$ cat src/rtl/mult_seq_pkg.sv
// Shared types and helpers for the sequential shift-and-add multiplier.
package mult_seq_pkg;

    typedef enum logic [1:0] {
        MS_IDLE = 2'd0,
        MS_CALC = 2'd1,
        MS_DONE = 2'd2
    } mult_state_t;

    localparam int N_BITS_DEFAULT = 4;

    // Width of the iteration counter; at least one bit so degenerate widths stay legal.
    function automatic int cnt_width(input int n);
        return (n > 1) ? $clog2(n) : 1;
    endfunction

endpackage

$ cat src/rtl/registrador.sv
// Generic load-enabled register with asynchronous active-low reset.
module registrador #(
    parameter int DATA_WIDTH = 8
) (
    input  logic                  clk_i,
    input  logic                  rst_i,
    input  logic                  enable_i,
    input  logic [DATA_WIDTH-1:0] data_i,
    output logic [DATA_WIDTH-1:0] data_o
);

    // Capture data_i only when enabled; otherwise hold the stored value.
    always_ff @(posedge clk_i or negedge rst_i) begin
        if (!rst_i) begin
            data_o <= '0;
        end else if (enable_i) begin
            data_o <= data_i;
        end
    end

endmodule

$ cat src/rtl/mult_4bits_seq.sv
// Sequential shift-and-add multiplier: one partial product per clock,
// result published through a load-enabled register only when a job completes.
module mult_4bits_seq
    import mult_seq_pkg::*;
#(
    parameter int N_BITS = N_BITS_DEFAULT
) (
    input  logic                  clk_i,
    input  logic                  rst_i,
    input  logic [N_BITS-1:0]     A_i,
    input  logic [N_BITS-1:0]     B_i,
    input  logic                  enable_i,
    output logic [2*N_BITS-1:0]   Y_o,
    output logic                  fim_o
);

    localparam int                CNT_W    = cnt_width(N_BITS);
    localparam logic [CNT_W-1:0]  CNT_LAST = CNT_W'(N_BITS - 1);

    mult_state_t             state;
    mult_state_t             state_next;
    logic [2*N_BITS-1:0]     acc;
    logic [2*N_BITS-1:0]     mcand;
    logic [N_BITS-1:0]       mplier;
    logic [CNT_W-1:0]        cnt;
    logic [2*N_BITS-1:0]     acc_sum;
    logic                    load_y;

    // Next-state decode plus the accumulator sum for the current step.
    always_comb begin
        state_next = state;
        load_y     = 1'b0;
        acc_sum    = acc + (mplier[0] ? mcand : '0);
        case (state)
            MS_IDLE: begin
                if (enable_i) begin
                    state_next = MS_CALC;
                end
            end
            MS_CALC: begin
                if (!enable_i) begin
                    state_next = MS_IDLE;
                end else if (cnt == CNT_LAST) begin
                    state_next = MS_DONE;
                    load_y     = 1'b1;
                end
            end
            MS_DONE: begin
                if (!enable_i) begin
                    state_next = MS_IDLE;
                end
            end
            default: begin
                state_next = MS_IDLE;
            end
        endcase
    end

    // State register, operand capture, shift-and-add datapath and done flag.
    always_ff @(posedge clk_i or negedge rst_i) begin
        if (!rst_i) begin
            state  <= MS_IDLE;
            acc    <= '0;
            mcand  <= '0;
            mplier <= '0;
            cnt    <= '0;
            fim_o  <= 1'b0;
        end else begin
            state <= state_next;
            fim_o <= (state_next == MS_DONE);
            case (state)
                MS_IDLE: begin
                    if (enable_i) begin
                        mcand  <= {{N_BITS{1'b0}}, A_i};
                        mplier <= B_i;
                        acc    <= '0;
                        cnt    <= '0;
                    end
                end
                MS_CALC: begin
                    if (enable_i) begin
                        acc    <= acc_sum;
                        mcand  <= mcand << 1;
                        mplier <= mplier >> 1;
                        cnt    <= cnt + CNT_W'(1);
                    end
                end
                default: begin
                end
            endcase
        end
    end

    registrador #(
        .DATA_WIDTH (2*N_BITS)
    ) u_result_reg (
        .clk_i    (clk_i),
        .rst_i    (rst_i),
        .enable_i (load_y),
        .data_i   (acc_sum),
        .data_o   (Y_o)
    );

endmodule

$ cat config.mk
export PLATFORM = sky130hd
export DESIGN_NAME = mult_4bits_seq
export DESIGN_NICKNAME = d
export VERILOG_FILES = /design/src/rtl/mult_seq_pkg.sv /design/src/rtl/registrador.sv /design/src/rtl/mult_4bits_seq.sv
export SDC_FILE = /design/constraint.sdc
export NUM_CORES = 1
export LEC_CHECK = 0
export ABC_AREA = 0
export CORE_MARGIN = 2
export CORE_UTILIZATION = 59
export DETAILED_ROUTE_END_ITERATION = 6
export GPL_ROUTABILITY_DRIVEN = 1
export PLACE_DENSITY = 0.93
export SLEW_MARGIN = 20
export SYNTH_ARGS = -nofsm -noshare
export SYNTH_HDL_FRONTEND = slang
export SYNTH_SLANG_ARGS = --single-unit
$ cat constraint.sdc
create_clock -name clk_i -period 5.2 [get_ports clk_i]
set_clock_uncertainty 0.05 [all_clocks]
set_input_delay 1.56 -clock clk_i [delete_from_list [all_inputs] [get_ports clk_i]]
set_output_delay 1.56 -clock clk_i [all_outputs]
set_load 0.01 [all_outputs]
==> flow_summary_export.csv <==
group,metric,value,unit
run_status,status,"finished, final reports clean",
critical_path,crit_family,"simple AND/OR/NAND/NOR gates",
synthesis,ys_seq_area_frac,0.494,
synthesis,syn_avg_cell_area,9.61,um2
clock_tree,clockRootBuffer,"clkbuf_4",
routing,drtPass1Iterations,4,
grt,grt_max_degree,34,
place,portBuffers,19,
clock_tree,cts_inserted_buffers,5,
synthesis,ys_warn_count,0,
clock_tree,cts.path.max_buffers,2,
critical_path,path_cells,"clkdlybuf4s50_1 -> nor2b_1 -> nand3_1 -> mux2_2",
place,post-place-ws,1.50,ns
sta,relSlewSlack,0.476,
cells_and_area,final_common_cell,"nand2_1",
power_and_ir_drop,total_power,597,uW
synthesis,syn-cell-area,1670,um2
clock_tree,htreeDepth,2,
critical_path,max_stage_delay,0.51,ns
floorplan,rows,19,
critical_path,slowest_stage,"nand3_1",
clock_tree,cts.sinks,33,
place,postPlaceCellArea,1890,um2
power_and_ir_drop,p_leak,0.910,nW
cells_and_area,final_cell_mix,"nand2_1, dfrtp_1, o21ai_0",
grt,gr-usage-all-layers,0.222,
critical_path,endpoint_kind,"register",
place,gp_congestion,0.917,
routing,vias,1308,
power_and_ir_drop,clkPwrFrac,0.244,
clock_tree,hold_buffers,0,
critical_path,worstSetupPathType,"input pin to register",
cells_and_area,fin_area,1940,um2
grt,use_met2,0.376,
power_and_ir_drop,combPwrFrac,0.216,
power_and_ir_drop,pwr-share-seq,0.539,
routing,drc,0,
floorplan,initial_core_util,0.611,
grt,met3_usage,0.0703,
sta,tightestPinTransition,0.787,ns
synthesis,postSynthCellCount,174,
sta,fmax,298,MHz
power_and_ir_drop,p_int,421,uW
cells_and_area,areaGrowthSynthToFinish,16.2,%
grt,met1_usage,0.252,
cells_and_area,antennaDiodeCount,0,
grt,top_usage_layer,"met2",
critical_path,crit_required,5.38,ns
power_and_ir_drop,ir_worst_vdd,0.272,mV
synthesis,async_reset_ff_frac,1.00,
critical_path,critPathLaunchType,"input pin",
routing,drtAntennaViolNets,0,
sta,finalSetupViolCount,0,
clock_tree,clk_pin_slew_worst_paths,0.10,ns
power_and_ir_drop,p_sw_frac,0.294,
floorplan,die_h,57.2,um
floorplan,boundaryPins,20,
power_and_ir_drop,p_per_area,308,nW/um2
grt,grt_overflow,0,
routing,finalWirelength,3150,um
cells_and_area,nNetsFinal,215,
critical_path,arrival,3.54,ns
routing,vias_per_cell,5.79,
floorplan,core-area,2730,um2
grt,antenna_found_initial,0,
critical_path,worst-path-buf-inv,1,
clock_tree,postCtsResizedCells,0,
power_and_ir_drop,power.switching,176,uW
routing,first_iter_violations,34,
synthesis,ys_ff_latch,33,
synthesis,synth_edf_count,0,
cells_and_area,drive_gt1_frac,0.0615,
clock_tree,cts_setup_buffers,0,
floorplan,die_area,3280,um2
routing,routedWlPerCell,13.9,um
clock_tree,cts_tree,"yes",
sta,post-route-period-util,0.646,
sta,final_max_slew_viol_count,0,
synthesis,synth_cell_types,29,
place,hpwl,2350,um
sta,rsz0062_at_grt,"false",
clock_tree,clk_latency,0.34,ns
sta,hold_viol,0,
sta,hold-worst-slack,0.434,ns
critical_path,rrSetupSlack,2.92,ns
floorplan,die_w,57.2,um
grt,grt_pass1_wl,5460,um
worst_hold_path,hp-class,"register to register",
sta,fin_tns_setup,0,ns
critical_path,path_max_fanout,15,
sta,setup_ws,1.84,ns
synthesis,syn_nets,194,
job,max-cap-violations,0,
sta,period_needed,3.36,ns
grt,grt_pass1_vias,1286,
synthesis,ys.flop_type,"dfrtp_1",
path summary, 6_finish.rpt:
| path | startpoint | to | cells past startpoint |
|---|---|---|---|
| min in group asynchronous | rst_i | u_result_reg.data_o[3] | 2 |
| worst max register to register | mplier[0] | acc[7] | 7 |
| max in group asynchronous | rst_i | cnt[1] | 2 |
| worst max-delay path | enable_i | u_result_reg.data_o[0] | 4 |
| worst min register to register | mplier[1] | mplier[1] | 2 |
| worst min-delay path | mplier[1] | mplier[1] | 2 |
cell families (layout without fill, tap and decap cells):
kind of cell	after synthesis	in the layout	share of synthesized area
adder cells (fa/ha/maj)	9	9	0.0719
AND/OR/NAND/NOR	69	69	0.192
multiplexers	8	8	0.0487
flip-flops	33	33	0.494
XOR/XNOR	5	5	0.0262
AO/OA/AOI/OAI	38	38	0.138
buffers and inverters	12	33	0.0284
power by group through the flow:
stage               combinational, mW  sequential (mW)  clock (mW)
floorplan                      0.0725            0.322           0
global placement                0.124            0.324           0
detailed placement              0.129            0.327           0
CTS                             0.130            0.322       0.150
global route                    0.144            0.326       0.160
finish                          0.129            0.322       0.146
tightest hold or removal path, stage by stage (launching register included):
cell	delay (ns)
dfrtp_1	0.35
nand2_1	0.04
o21ai_0	0.06
synthesized netlist by cell type (3+ instances only):
cell type / n / area (um2)
nand2_1: 41 / 154
ha_1: 8 / 100
dfrtp_1: 33 / 826
clkbuf_1: 4 / 15.0
xor2_1: 3 / 26.3
and2_1: 9 / 56.3
nand2b_1: 4 / 25.0
nand3_1: 9 / 45.0
inv_1: 5 / 18.8
mux2i_1: 7 / 70.1
o21ai_0: 23 / 115
a21oi_1: 6 / 30.0
layout make-up:
class | instances | area (um2)
timing repair buffer | 21 | 205
clock buffer | 7 | 55.1
fill | 204 | 792
sequential | 33 | 826
tap | 31 | 38.8
multi-input combinational | 129 | 798
inverter | 5 | 18.8
flip-flops by register name, indices dropped and copies added, names as in the netlist:
name and flops:
mplier 4, u_result_reg.data_o 8, state 2, cnt 2
mcand 8, fim_o 1, acc 8
routing by layer:
layer | routed length (um) | part of all wire | up-vias
li1 | - | - | 640
met1 | 1260 | 0.40 | 609
met2 | 1590 | 0.51 | 46
met3 | 184 | 0.058 | 13
met4 | 109 | 0.035 | 0
met5 | 0 | 0 | -
stage by stage:
| stage | utilization | std cells |
|---|---|---|
| after floorplan | - | 174 |
| after global placement | 0.690 | 219 |
| after detailed placement | 0.690 | 219 |
| after CTS | 0.710 | 226 |
| after global routing | 0.710 | 226 |
| final | 0.710 | 226 |
No activity file was read; power rests on OpenSTA's default activity.
